`config.mk`:
```
export PLATFORM = sky130hd
export DESIGN_NAME = fft_stage_scheduler
export DESIGN_NICKNAME = d
export VERILOG_FILES = /design/src/rtl/fft_stage_scheduler.sv
export SDC_FILE = /design/constraint.sdc
export NUM_CORES = 1
export LEC_CHECK = 0
export CAP_MARGIN = 20
export CORE_MARGIN = 10
export CORE_UTILIZATION = 42
export CTS_BUF_LIST = sky130_fd_sc_hd__clkbuf_2 sky130_fd_sc_hd__clkbuf_4 sky130_fd_sc_hd__clkbuf_8
export DETAILED_ROUTE_END_ITERATION = 16
export PLACE_DENSITY = 0.76
export SETUP_SLACK_MARGIN = 0.15
export SLEW_MARGIN = 20
export SYNTH_ARGS = -nofsm -noshare
export SYNTH_HDL_FRONTEND = slang
export SYNTH_SLANG_ARGS = --single-unit
```
`constraint.sdc`:
```
create_clock -name clk -period 1.8 [get_ports clk]
set_clock_uncertainty 0.1 [all_clocks]
set_input_delay 0.36 -clock clk [delete_from_list [all_inputs] [get_ports clk]]
set_output_delay 0.36 -clock clk [all_outputs]
set_load 0.005 [all_outputs]
```
`src/rtl/fft_stage_scheduler.sv`:
```
// Address/strobe sequencer for an in-place radix-2 FFT over N=2**LOG_N points through a single
// butterfly pipeline, with write-back addresses delayed to line up with the pipeline's done strobe.
module fft_stage_scheduler #(
    parameter int unsigned LOG_N    = 3,
    parameter int unsigned RD_LAT   = 1,
    parameter int unsigned PIPE_LAT = 3
) (
    input  logic                         clk,
    input  logic                         rst,
    input  logic                         start,
    input  logic                         issue_ok,
    input  logic                         bf_done,
    output logic                         rd_en,
    output logic [LOG_N-1:0]             rd_addr_a,
    output logic [LOG_N-1:0]             rd_addr_b,
    output logic [LOG_N-2:0]             tw_addr,
    output logic                         bf_start,
    output logic                         wr_en,
    output logic [LOG_N-1:0]             wr_addr_a,
    output logic [LOG_N-1:0]             wr_addr_b,
    output logic [$clog2(LOG_N+1)-1:0]   stage,
    output logic                         busy,
    output logic                         done,
    output logic                         err
);

    localparam int unsigned KW  = LOG_N - 1;
    localparam int unsigned SW  = $clog2(LOG_N + 1);
    localparam int unsigned DLY = RD_LAT + PIPE_LAT;
    localparam int unsigned CW  = $clog2(DLY + 2);

    typedef enum logic [1:0] {StIdle, StIssue, StDrain, StFin} state_e;

    state_e            state_q, state_d;
    logic [KW-1:0]     k_q, k_d;
    logic [SW-1:0]     stage_q, stage_d;
    logic [CW-1:0]     infl_q, infl_d;
    logic              err_q, err_d;

    logic [LOG_N-1:0]  ra_q, rb_q, wa_q, wb_q;
    logic [KW-1:0]     tw_q;

    logic [RD_LAT-1:0]            bs_q;
    logic [DLY-1:0]               den_q;
    logic [DLY-1:0][LOG_N-1:0]    da_q, db_q;

    logic [KW-1:0]     mask, off, tw_calc;
    logic [LOG_N-1:0]  a_calc, b_calc, span;
    logic              start_acc;

    // mask = span-1 where span = N >> (stage+1); group base is k with the offset bits cleared,
    // shifted up one to skip the partner half of each group.
    always_comb begin
        mask    = {KW{1'b1}} >> stage_q;
        off     = k_q & mask;
        a_calc  = {k_q & ~mask, 1'b0} | {1'b0, off};
        span    = {1'b0, mask} + LOG_N'(1);
        b_calc  = a_calc + span;
        tw_calc = off << stage_q;
    end

    assign rd_en     = (state_q == StIssue) && issue_ok;
    assign wr_en     = den_q[DLY-1];
    assign bf_start  = bs_q[RD_LAT-1];
    assign start_acc = (state_q == StIdle) && start;

    assign rd_addr_a = rd_en ? a_calc : ra_q;
    assign rd_addr_b = rd_en ? b_calc : rb_q;
    assign tw_addr   = rd_en ? tw_calc : tw_q;
    assign wr_addr_a = wr_en ? da_q[DLY-1] : wa_q;
    assign wr_addr_b = wr_en ? db_q[DLY-1] : wb_q;
    assign stage     = stage_q;
    assign busy      = (state_q != StIdle);
    assign done      = (state_q == StFin);
    assign err       = err_q;

    always_comb begin
        state_d = state_q;
        k_d     = k_q;
        stage_d = stage_q;
        unique case (state_q)
            StIdle: begin
                if (start) begin
                    state_d = StIssue;
                    k_d     = '0;
                    stage_d = '0;
                end
            end
            StIssue: begin
                if (rd_en) begin
                    k_d = k_q + KW'(1);
                    if (&k_q) state_d = StDrain;
                end
            end
            StDrain: begin
                // Last write of the stage: nothing else in flight once this one retires.
                if (wr_en && infl_q == CW'(1)) begin
                    if (stage_q == SW'(LOG_N - 1)) begin
                        state_d = StFin;
                    end else begin
                        state_d = StIssue;
                        stage_d = stage_q + SW'(1);
                    end
                end
            end
            StFin:   state_d = StIdle;
            default: state_d = StIdle;
        endcase
    end

    always_comb begin
        infl_d = infl_q + CW'(rd_en) - CW'(wr_en);
        err_d  = err_q;
        if (start_acc) begin
            err_d = 1'b0;
        end else if (wr_en != bf_done) begin
            err_d = 1'b1;
        end
    end

    always_ff @(posedge clk or posedge rst) begin
        if (rst) begin
            state_q <= StIdle;
            k_q     <= '0;
            stage_q <= '0;
            infl_q  <= '0;
            err_q   <= 1'b0;
            ra_q    <= '0;
            rb_q    <= '0;
            tw_q    <= '0;
            wa_q    <= '0;
            wb_q    <= '0;
            bs_q    <= '0;
            den_q   <= '0;
            da_q    <= '0;
            db_q    <= '0;
        end else begin
            state_q <= state_d;
            k_q     <= k_d;
            stage_q <= stage_d;
            infl_q  <= infl_d;
            err_q   <= err_d;
            if (rd_en) begin
                ra_q <= a_calc;
                rb_q <= b_calc;
                tw_q <= tw_calc;
            end
            if (wr_en) begin
                wa_q <= da_q[DLY-1];
                wb_q <= db_q[DLY-1];
            end
            bs_q[0] <= rd_en;
            for (int i = 1; i < int'(RD_LAT); i++) begin
                bs_q[i] <= bs_q[i-1];
            end
            den_q[0] <= rd_en;
            da_q[0]  <= a_calc;
            db_q[0]  <= b_calc;
            for (int i = 1; i < int'(DLY); i++) begin
                den_q[i] <= den_q[i-1];
                da_q[i]  <= da_q[i-1];
                db_q[i]  <= db_q[i-1];
            end
        end
    end

endmodule
```
Word-level counts from Yosys, hierarchy flattened
Cells that the tools add are included.
{"block": "totals", "ff_bits": 53, "output_inout_bits": 22, "wordCells": 74}
{"block": "classes", "bitwise_logic": 4, "add_sub_neg": 6, "n_reduce_logical": 12, "n_mux": 19, "shifts": 2, "eq_ne": 11}
{"operator": "2-bit two-way mux", "count": 10}
{"operator": "3-bit two-way mux", "count": 4}
{"operator": "2-bit inequality test (second input constant)", "count": 4}
{"operator": "2-bit one-hot mux with 2 select lines", "count": 2}
{"operator": "2-bit one-hot mux with 4 select lines", "count": 1}
{"operator": "4-bit AND reduction", "count": 2}
{"operator": "2-bit nonzero test", "count": 4}
{"operator": "2-bit equality test (second input constant)", "count": 3}
{"operator": "2-bit by 1-bit adder with 2-bit output (second input constant)", "count": 2}
{"operator": "2-bit bitwise AND", "count": 2}
{"operator": "2-bit by 1-bit adder with 3-bit output (second input constant)", "count": 1}
{"operator": "3-bit by 1-bit adder with 3-bit output", "count": 1}
{"operator": "3-bit adder", "count": 1}
{"operator": "3-bit by 1-bit equality test with 1-bit output (second input constant)", "count": 1}
{"operator": "1-bit logical AND", "count": 3}
{"operator": "3-bit by 2-bit bitwise OR with 3-bit output", "count": 1}
{"operator": "3-bit AND reduction", "count": 1}
{"operator": "3-bit by 1-bit subtractor with 3-bit output", "count": 1}
{"operator": "2-bit by 1-bit equality test with 1-bit output (second input constant)", "count": 1}
{"operator": "2-bit zero test", "count": 1}
{"operator": "1-bit two-way mux", "count": 2}
{"operator": "2-bit by 1-bit inequality test with 1-bit output (second input constant)", "count": 1}
{"operator": "2-bit NOT", "count": 1}
{"operator": "2-bit AND reduction", "count": 1}
{"operator": "other kinds (3)", "count": 3}

Longest topological paths before layout
Gate-level depths: netlist (run 1).
{"block": "logic_depth", "depth_word": 6, "depth_mapped": 8, "depth_no_buf": 8}

Least setup slack after synthesis (run 1)
No wires, ideal clock.
{"block": "synth_path", "kind": "reg-to-reg", "start": "register state_q[1]", "end": "register infl_q[2]", "synth_period_minus_slack_ns": 1.836, "path_stages_with_launch": 9, "path_slack_ns": -0.036, "setup_ns": 0.123, "required_time_ns": 1.577, "arrival_time_ns": 1.613, "cell_sequence": "dfrtp_1 buf_2 nand3b_4 inv_1 ha_1 inv_1 fa_1 xnor2_1 xnor2_1"}
{"block": "synth_between", "elab_chain_cells": 4}
{"element": "start, declared", "line": "34", "text": "state_e state_q, state_d;"}
{"element": "start signal, assigned", "line": "123", "text": "state_q <= StIdle;"}
{"element": "start signal, assigned", "line": "138", "text": "state_q <= state_d;"}
{"element": "2-bit by 1-bit equality test with 1-bit output", "line": "62", "text": "assign rd_en = (state_q == StIssue) && issue_ok;"}
{"element": "1-bit logical AND", "line": "62"}
{"element": "net rd_en", "line": "13", "text": "output logic rd_en,"}
{"element": "3-bit by 1-bit adder with 3-bit output", "line": "112", "text": "infl_d = infl_q + CW'(rd_en) - CW'(wr_en);"}
{"element": "3-bit by 1-bit subtractor with 3-bit output", "line": "112"}
{"element": "net infl_d[2]", "line": "37", "text": "logic [CW-1:0] infl_q, infl_d;"}
{"element": "end signal, assigned", "line": "141", "text": "infl_q <= infl_d;"}
{"element": "end, declared", "line": "37"}
The timed path passes the listed nets, and every way through them passes these cells.
A chain may end at the register's enable or synchronous reset.

Worst setup path after layout (run 1)
{"block": "layout_path", "start": "register stage_q[0], in the netlist stage[0]", "end": "output rd_addr_b[2]"}
{"block": "layout_between", "elab_chain_cells": 6}
{"element": "start, declared", "line": "36", "text": "logic [SW-1:0] stage_q, stage_d;"}
{"element": "start signal, assigned", "line": "140", "text": "stage_q <= stage_d;"}
{"element": "2-bit by 2-bit >> shifter with 2-bit output *", "line": "54", "text": "mask = {KW{1'b1}} >> stage_q;"}
{"element": "branches (longest 3 deep; another with 2-bit by 1-bit adder with 3-bit output)"}
{"element": "3-bit adder *", "line": "58", "text": "b_calc = a_calc + span;"}
{"element": "net b_calc[2]", "line": "48", "text": "logic [LOG_N-1:0] a_calc, b_calc, span;"}
{"element": "3-bit two-way mux *"}
{"element": "end, declared", "line": "15", "text": "output logic [LOG_N-1:0] rd_addr_b,"}
Mark *: on every way through the listed nets, which the timed path passes.

==> impl_metrics.tcl, run 1 <==
set metrics [dict create \
    globalRoute.totalOverflow 0 \
    post_drt_via_cell_ratio 4.88 \
    finalWeightedCongestion 0.857 \
    min_from "da_q[0]" \
    fin_crit_ps 2090 \
    yosys_register_bits 52 \
    synth_adder_area_share_pct 4.95 \
    cell_internal_pwr_mw 3.87 \
    critical_path_class "flip-flop to primary output" \
    crit_path_start "stage[0]" \
    seq_power_share_pct 33.2 \
    synth_edf_count 0 \
    grt_pass1_vias 1374 \
    cp.required_ps 1340 \
    design_power_total_mw 5.69 \
    start_kind "flip-flop" \
    initialDrtViolationCount 51 \
    yosys.area_share.xor_xnor_pct 1.82 \
    antenna_found_initial 0 \
    hold_ws_ps 251 \
    syn_area_per_cell_um2 14.2 \
    syn-num-nets 147 \
    holdCritPathClass "flip-flop to flip-flop" \
    critical_path_peak_fanout 5 \
    route.detailed.drc 0 \
    tritoncts_clock_tree "yes" \
    ir_worst_vdd_mv 0.957 \
    total_leakage_power_nw 1.47 \
    multi_input_area_um2 744 \
    die-width_um 87.6 \
    routed_length_per_placed_instance_um 16.2 \
    buffer_ports.inserted 26 \
    finalSetupViolations 17 \
    drive_gt1_share_pct 57.6 \
    dpl_worst_slack_ps -694 \
    power-per-cell-area_nw_per_um2 1840 \
    cts-buffers-inserted 5 \
    max_slew.worst_pin.slew_ps 282 \
    synth_cell_type_count 32 \
    post_synth_inst_count 135 \
    failed_checks "negative setup slack" \
    fin_ws_ps -291 \
    rsz0062_at_grt "yes" \
    design.die.area_um2 7680 \
    synthArstFlopShare_pct 100 \
    predominant_post_synthesis_flop_cell "sky130_fd_sc_hd__dfrtp_1" \
    grt.total_usage_pct 11.8 \
    period_share_pct 116 \
    reg2reg_from "state_q[1]" \
    comb_power_share_pct 55.2 \
    finish.net_count 235 \
    switching_share_pct 32.1 \
    floorplan.io_pins 27 \
    netSwitchingPower_mw 1.83 \
    fp.coreArea_um2 4380 \
    route.final.wire_length_um 4460 \
    portion_of_the_post_synthesis_area_used_by_sequential_elements_pct 67.8 \
    cts.clk_slew.worst_paths_ps 100 \
    post-dp-hpwl_um 2480 \
    synth_compound_area_share_pct 7.36 \
    clock_latency_ps 300 \
    buffer_cell_driving_the_clock_tree_root "sky130_fd_sc_hd__clkbuf_8" \
    cts-root-to-sink-buffers 2 \
    effective_utilization_at_floorplan_pct 43.8 \
    synth_top_family_by_area "simple AND/OR/NAND/NOR gates" \
    cts-hold-fix-buffers 0 \
    report.final.hold_viol_count 0 \
    synth_area_um2 1920 \
    htree_levels 2 \
    end_kind "primary output" \
    pin_count_of_the_biggest_net_entering_global_routing 53 \
    ff_latch_area_um2 1310 \
    cap_viol_max_count 0 \
    global_route_wire_length_before_repair_um 7070 \
    headroom_to_the_max_slew_limit_pct 81.2 \
    outcome "complete, but fails checks" \
    fill_cells 296 \
    die_height_um 87.6 \
    pwr-share-clk_pct 11.5 \
    cp_data_arrival_time_ps 1630 \
    fmax_ghz 0.478 \
    std_cell_rows 24 \
    vias 1346 \
    synth_simple_gate_area_share_pct 9.19 \
    antenna_violating_nets_post_route 0 \
    cts_sinks 52 \
    synth-warning-count 0 \
    syn2layout_area_growth_pct 60.7 \
    insertedDiodeCount 0 \
    synth_mux_area_share_pct 5.28 \
    final_max_slew_viol_count 0 \
    firstDrtPassIters 4 \
]
## layout by cell type (no fill, tap or decap), types with 2 or more instances in the layout
master / count
sky130_fd_sc_hd__dlygate4sd2_1: 3
sky130_fd_sc_hd__mux2_4: 9
sky130_fd_sc_hd__nand2_2: 3
sky130_fd_sc_hd__buf_6: 43
sky130_fd_sc_hd__nor2_1: 2
sky130_fd_sc_hd__clkinvlp_4: 3
sky130_fd_sc_hd__ha_1: 2
sky130_fd_sc_hd__ha_4: 3
sky130_fd_sc_hd__or2_4: 2
sky130_fd_sc_hd__o211ai_1: 3
sky130_fd_sc_hd__dfrtp_2: 3
sky130_fd_sc_hd__o311ai_2: 2
sky130_fd_sc_hd__o21ai_0: 3
sky130_fd_sc_hd__clkdlybuf4s50_1: 3
sky130_fd_sc_hd__dfrtp_1: 49
sky130_fd_sc_hd__nand2_1: 6
sky130_fd_sc_hd__buf_2: 5
sky130_fd_sc_hd__clkbuf_8: 5
sky130_fd_sc_hd__inv_2: 4
sky130_fd_sc_hd__a22o_1: 2
sky130_fd_sc_hd__inv_1: 6
sky130_fd_sc_hd__buf_4: 26
sky130_fd_sc_hd__nand2b_1: 3
## metrics by stage
step                instances  utilization, %  instance area (um^2)  setup TNS (ps)
floorplan                 135               -                  1950               0
global placement          228            54.7                  2400           -6540
detailed placement        228            54.7                  2400           -7200
CTS                       266            66.1                  2900           -2210
global route              276            70.4                  3090           -3670
finish                    276            70.4                  3090           -2500
## repair_timing
action / 4_1_cts / 5_1_grt
pin swaps: 14 / 13
setup buffers: 30 / 10
resized for setup: 145 / 24
setup endpoints to repair: 24 / 23
cloned: 0 / 0
## final timing paths
| kind | to | slack [ps] | depth (start not counted) |
|---|---|---|---|
| worst max register to register | infl_q[2] | -110 | 9 |
| min in group asynchronous | da_q[5] | 370 | 3 |
| max in group asynchronous | stage[1] | 970 | 3 |
| worst min-delay path | da_q[3] | 250 | 0 |
| worst min register to register | da_q[3] | 250 | 0 |
| worst max-delay path | rd_addr_b[2] | -290 | 6 |
## cells in the mapped netlist, types with 2 or more instances
cell type	number	area [um^2]
sky130_fd_sc_hd__ha_1	6	75.1
sky130_fd_sc_hd__a22o_1	2	17.5
sky130_fd_sc_hd__o311ai_1	2	17.5
sky130_fd_sc_hd__inv_1	13	48.8
sky130_fd_sc_hd__nand2b_1	4	25.0
sky130_fd_sc_hd__o211ai_1	3	22.5
sky130_fd_sc_hd__xnor2_1	3	26.3
sky130_fd_sc_hd__o21bai_1	2	15.0
sky130_fd_sc_hd__nor2_1	2	7.51
sky130_fd_sc_hd__dfrtp_1	52	1300
sky130_fd_sc_hd__mux2_2	9	101
sky130_fd_sc_hd__o21ai_0	6	30.0
sky130_fd_sc_hd__buf_2	2	10.0
sky130_fd_sc_hd__or2_2	2	12.5
sky130_fd_sc_hd__nand2_1	10	37.5
## routing by layer
layer,global-route usage [%],wire (um),up-vias
met5,0,0,-
met4,3.04,76,0
met2,20.2,2340,32
met1,13.4,1810,679
met3,4.74,232,9
li1,-,-,626
## power groups by stage
stage	combinational [mW]	sequential [mW]	clock, mW
after CTS	2.78	1.89	0.683
after global placement	1.92	1.87	0
after detailed placement	1.98	1.90	0
after floorplan	0.966	1.87	0
final	3.15	1.89	0.656
after global routing	3.39	1.95	0.729
## state kept, by name (all words and copies together), names as in the netlist, 3 cells and up
signal  cells
infl_q      3
rb_q        3
wa_q        3
ra_q        3
db_q       12
da_q       12
wb_q        3
den_q       4
## cells by family (layout without fill, tap and decap cells)
kind of cell	after synthesis	in the layout
flops	52	52
simple gates	27	27
compound gates	20	20
buf+inv	16	105
mux	9	9
fa+ha+maj	7	7
xor+xnor	4	4
## critical path, cell delays in order, from the launching register on
cell	delay, ps
sky130_fd_sc_hd__dfrtp_2	400
sky130_fd_sc_hd__inv_4	50
sky130_fd_sc_hd__ha_4	170
sky130_fd_sc_hd__nand2b_4	170
sky130_fd_sc_hd__xnor2_4	140
sky130_fd_sc_hd__mux2_4	280
sky130_fd_sc_hd__buf_6	120
## layout make-up
type	count	area share, %
flip-flops and latches	52	42.3
repair buffers	84	26.6
multi-input cells	67	24.1
clock buffers	5	2.23
well taps	52	2.11
inverters	13	1.95
clock inverters	3	0.770
No activity file was read; power rests on OpenSTA's default activity.
==> inputs of run 2 (changes only) <==
- CORE_UTILIZATION: 42 -> 50
- PLACE_DENSITY: 0.76 -> 0.87
==> impl_metrics.tcl, run 2 (synthesis gave the netlist of run 1 again) <==
set metrics [dict create \
    globalRoute.totalOverflow 0 \
    die_height_um 82.0 \
    fin_ws_ps -328 \
    failed_checks "negative setup slack" \
    fmax_ghz 0.470 \
    r2r_end "infl_q[2]" \
    buffer_cell_driving_the_clock_tree_root "sky130_fd_sc_hd__clkbuf_8" \
    layout.cells.most_common_list "46 x sky130_fd_sc_hd__dfrtp_1, 41 x sky130_fd_sc_hd__buf_6, 28 x sky130_fd_sc_hd__buf_4" \
    cts-hold-fix-buffers 0 \
    hold-path-cell-count 0 \
    outcome "complete, but fails checks" \
    r2r_slack_ps -100 \
    buffer_ports.inserted 26 \
    holdCritPathClass "flip-flop to flip-flop" \
    critical_path_peak_fanout 5 \
    delay_of_the_slowest_cell_on_the_worst_path_ps 410 \
    holdPathEnd "db_q[3]" \
    std_cell_rows 22 \
    drive_gt1_share_pct 59.7 \
    cts.clk_slew.worst_paths_ps 90 \
    antenna_found_initial 0 \
    insertedDiodeCount 0 \
    clock_latency_ps 300 \
    finalSetupViolations 19 \
    end_kind "primary output" \
    cp_data_arrival_time_ps 1670 \
    finalWeightedCongestion 0.827 \
    die-width_um 82.0 \
    report.final.hold_viol_count 0 \
    antenna_violating_nets_post_route 0 \
    cts_sinks 52 \
    syn2layout_area_growth_pct 62.0 \
    critical_path_class "flip-flop to primary output" \
    design.die.area_um2 6720 \
    total_leakage_power_nw 1.50 \
    dpl_worst_slack_ps -636 \
    htree_levels 2 \
    start_kind "flip-flop" \
    post-dp-hpwl_um 2770 \
    route.final.wire_length_um 5370 \
    cts-buffers-inserted 5 \
    max_slew.worst_pin.slew_ps 419 \
    cap_viol_max_count 0 \
    effective_utilization_at_floorplan_pct 52.1 \
    reg2reg_from "state_q[1]" \
    firstDrtPassIters 4 \
    fin_crit_ps 2130 \
    tritoncts_clock_tree "yes" \
    crit_path_cell_trace "inv_4 > ha_4 > nand2b_4 > xnor2_4 > mux2_4 > buf_6" \
    pin_count_of_the_biggest_net_entering_global_routing 32 \
    initialDrtViolationCount 81 \
    fp.coreArea_um2 3690 \
    design_power_total_mw 5.92 \
    route.detailed.drc 0 \
    grt.total_usage_pct 15.6 \
    rsz0062_at_grt "yes" \
    cts-root-to-sink-buffers 2 \
    routed_length_per_placed_instance_um 19.6 \
    worst-r2r-cell-count 9 \
    global_route_wire_length_before_repair_um 8020 \
    finish.net_count 237 \
    slowest_stage "sky130_fd_sc_hd__dfrtp_2" \
    final_max_slew_viol_count 0 \
    grt_pass1_vias 1528 \
    most_common_library_cell_in_the_layout_ignoring_fill_and_taps "sky130_fd_sc_hd__dfrtp_1" \
    post_drt_via_cell_ratio 5.24 \
    ir_worst_vdd_mv 1.12 \
    cp.required_ps 1340 \
    floorplan.io_pins 27 \
    vias 1436 \
    registers_with_the_most_flip_flops "da_q: 12 flops, db_q: 12 flops, den_q: 4 flops" \
    min_from "db_q[0]" \
    headroom_to_the_max_slew_limit_pct 72.0 \
    period_share_pct 118 \
    power-per-cell-area_nw_per_um2 1900 \
]
run 2: changes by cell type in the layout (fill, tap and decap cells not counted), sizes merged:
cell           change
dlymetal6s2s       +1
nand3b             +1
clkdlybuf4s15      -1
buf                +1
bufinv             +1
clkbuf             +2
clkinvlp           -1
dlygate4sd2        -2
run 2: layout make-up:
class | instances | area, um^2
sequential | 52 | 1310
clock buffer | 5 | 68.8
clock inverter | 3 | 42.5
timing repair buffer | 85 | 801
tap | 48 | 60.1
fill | 177 | 577
multi-input combinational | 68 | 771
inverter | 13 | 60.1
run 2: stage by stage:
step	area (um^2)	utilization, %	TNS, ps	instances	hold WS, ps
5_1_grt	3110	84.4	-3680	274	259
6_report	3110	84.4	-2740	274	256
3_3_place_gp	2410	65.3	-5910	226	231
2_1_floorplan	1950	-	0	135	231
3_5_place_dp	2410	65.3	-6420	226	235
4_1_cts	2940	79.6	-2640	263	254
run 2: worst max path at each step:
stage	from	endpoint	slack [ps]	depth (start not counted)
after detailed placement	issue_ok	rd_addr_b[1]	-640	4
after global placement	issue_ok	rd_addr_b[1]	-620	4
after floorplan	state_q[1]	infl_q[2]	20	8
final	stage[1]	rd_addr_b[2]	-330	6
after CTS	stage[1]	rd_addr_a[1]	-300	6
after global routing	stage[1]	rd_addr_b[2]	-380	6
run 2: metal layers:
| layer | global-route usage [%] | vias to the layer above | wire [um] |
|---|---|---|---|
| met3 | 5.02 | 11 | 293 |
| met1 | 17.8 | 738 | 2080 |
| met2 | 27.3 | 57 | 2910 |
| met5 | 0 | - | 0 |
| met4 | 4.93 | 0 | 85 |
| li1 | - | 630 | - |
run 2: worst max-delay path, delay by kind of cell, from the launching register on:
family / cells / cell delay [ps]
adders and majority gates: 1 / 180
buffers and inverters: 2 / 180
DFF: 1 / 410
xor gates and xnor gates: 1 / 150
muxes: 1 / 280
and+or+nand+nor: 1 / 170
run 2: report_power, final:
| part | leakage (nW) | internal (mW) | switching (mW) |
|---|---|---|---|
| Sequential | 0.621 | 1.67 | 0.287 |
| Combinational | 0.827 | 1.87 | 1.30 |
| Clock | 0.0541 | 0.412 | 0.384 |
run 2: timing repair:
item	in CTS	in global routing
gates cloned	1	0
buffers inserted	29	11
pin swaps	9	11
resized for setup	144	28
setup endpoints to repair	22	26
==> inputs of run 3 (changes only) <==
- CELL_PAD_IN_SITES_DETAIL_PLACEMENT: unset -> 1
- CELL_PAD_IN_SITES_GLOBAL_PLACEMENT: unset -> 1
- CORE_UTILIZATION: 50 -> 41
- PLACE_DENSITY: 0.87 -> 0.86
- SLEW_MARGIN: 20 -> 25
==> impl_metrics.tcl, run 3 (synthesis gave the netlist of run 1 again) <==
set metrics [dict create \
    design.die.area_um2 7820 \
    fmax_ghz 0.472 \
    power-per-cell-area_nw_per_um2 1940 \
    ir_worst_vdd_mv 0.939 \
    delay_of_the_slowest_cell_on_the_worst_path_ps 390 \
    buffer_cell_driving_the_clock_tree_root "sky130_fd_sc_hd__clkbuf_8" \
    insertedDiodeCount 0 \
    finalSetupViolations 17 \
    antenna_violating_nets_post_route 0 \
    die_height_um 88.4 \
    registers_with_the_most_flip_flops "da_q: 12 flops, db_q: 12 flops, den_q: 4 flops" \
    multi_input_area_um2 816 \
    holdCritPathClass "flip-flop to flip-flop" \
    pin_count_of_the_biggest_net_entering_global_routing 53 \
    r2r_slack_ps -110 \
    report.final.hold_viol_count 0 \
    finish.net_count 234 \
    met2_usage_pct 27.5 \
    failed_checks "negative setup slack" \
    vias 1398 \
    cts.clk_slew.worst_paths_ps 90 \
    cp.required_ps 1340 \
    finalWeightedCongestion 0.888 \
    tritoncts_clock_tree "yes" \
    effective_utilization_at_floorplan_pct 43.2 \
    firstDrtPassIters 4 \
    most_common_library_cell_in_the_layout_ignoring_fill_and_taps "sky130_fd_sc_hd__dfrtp_1" \
    floorplan.io_pins 27 \
    grtUsageMet3_pct 5.06 \
    ff_latch_area_um2 1310 \
    headroom_to_the_max_slew_limit_pct 76.8 \
    holdPathEnd "da_q[5]" \
    global_route_wire_length_before_repair_um 8510 \
    cts-root-to-sink-buffers 2 \
    final-instance-count-excl-fill 275 \
    start_kind "flip-flop" \
    post-dp-hpwl_um 3060 \
    drive_gt1_share_pct 57.8 \
    critical_path_peak_fanout 5 \
    dpl.cell_count 231 \
    htree_levels 2 \
    antenna_found_initial 0 \
    max_slew.worst_pin.slew_ps 346 \
    reg2reg_from "state_q[1]" \
    period_share_pct 118 \
    buffer_ports.inserted 26 \
    slowest_stage "sky130_fd_sc_hd__dfrtp_2" \
    die-width_um 88.4 \
    crit_path_cell_trace "inv_2 > ha_4 > nand2b_4 > xnor2_4 > mux2_4 > buf_6" \
    postPlaceCellArea_um2 2420 \
    r2r_end "infl_q[2]" \
    route.final.wire_length_um 6010 \
    layout.cells.most_common_list "47 x sky130_fd_sc_hd__dfrtp_1, 37 x sky130_fd_sc_hd__buf_6, 30 x sky130_fd_sc_hd__buf_4" \
    outcome "complete, but fails checks" \
    grt.total_usage_pct 14.7 \
    std_cell_rows 24 \
    fin_ws_ps -319 \
    clock_latency_ps 310 \
    busiest_layer_in_global_routing "met2" \
    route.detailed.drc 0 \
    final_core_utilization_pct 70.0 \
    grt_pass1_vias 1618 \
    cts_sinks 52 \
    setup_tns_ps -2590 \
    hold_ws_ps 254 \
    gr-usage-met1_pct 15.1 \
    initialDrtViolationCount 55 \
    critical_path_class "flip-flop to primary output" \
    fill_cells 396 \
    fin_crit_ps 2120 \
    cp_data_arrival_time_ps 1660 \
    rsz0062_at_grt "yes" \
    post_drt_via_cell_ratio 5.08 \
    final_area_um2 3110 \
    end_kind "primary output" \
    final_max_slew_viol_count 0 \
    globalRoute.totalOverflow 0 \
    fp.coreArea_um2 4440 \
    routed_length_per_placed_instance_um 21.9 \
    cts-hold-fix-buffers 0 \
    cts-buffers-inserted 5 \
    min_from "da_q[2]" \
    hold-path-cell-count 0 \
    total_leakage_power_nw 1.52 \
    syn2layout_area_growth_pct 61.9 \
    worst-r2r-cell-count 9 \
    cap_viol_max_count 0 \
]
[run 3: worst max-delay path by stage]
| stage | start | end | slack (ps) | cells after the start |
|---|---|---|---|---|
| 2_1_floorplan | state_q[1] | infl_q[2] | 20 | 8 |
| 3_3_place_gp | issue_ok | rd_addr_b[2] | -630 | 5 |
| 3_5_place_dp | issue_ok | rd_addr_b[2] | -670 | 5 |
| 4_1_cts | stage[1] | rd_addr_b[2] | -300 | 6 |
| 5_1_grt | stage[0] | rd_addr_b[2] | -380 | 6 |
| 6_report | stage[1] | rd_addr_b[2] | -320 | 6 |
[run 3: through the flow]
stage	total power [mW]	worst slack, ps
after floorplan	2.84	16.7
after detailed placement	3.98	-669
after CTS	5.56	-299
after global placement	3.80	-634
final	6.02	-319
after global routing	6.41	-379
[run 3: cell type report]
| class | instances | area share [%] |
|---|---|---|
| flip-flops and latches | 52 | 42.1 |
| multi-input cells | 68 | 26.2 |
| repair buffers | 82 | 24.5 |
| clock buffers | 7 | 2.90 |
| well taps | 52 | 2.09 |
| inverters | 13 | 1.93 |
| clock inverters | 1 | 0.241 |
[run 3: critical path, delay by kind of cell, from the launching register on]
family                   cells  cell delay [ps]
AND/OR/NAND/NOR              1              170
XOR/XNOR                     1              150
flip-flops                   1              390
multiplexers                 1              280
buffers and inverters        2              180
adder cells (fa/ha/maj)      1              180
[run 3: power breakdown]
group,internal (mW),switching (mW)
Clock,0.328,0.393
Combinational,1.95,1.40
Sequential,1.66,0.289
Total,3.94,2.08
[run 3: layer usage]
metal	share of wire [%]	up-vias
met3	5.2	11
li1	-	625
met4	2.7	0
met5	0	-
met1	38	726
met2	55	36
[run 3: timing repair]
action	in CTS	in global routing
gates cloned	1	0
endpoints found under the setup margin	26	22
buffers inserted	27	8
pin swaps	11	14
gates resized for setup	151	21
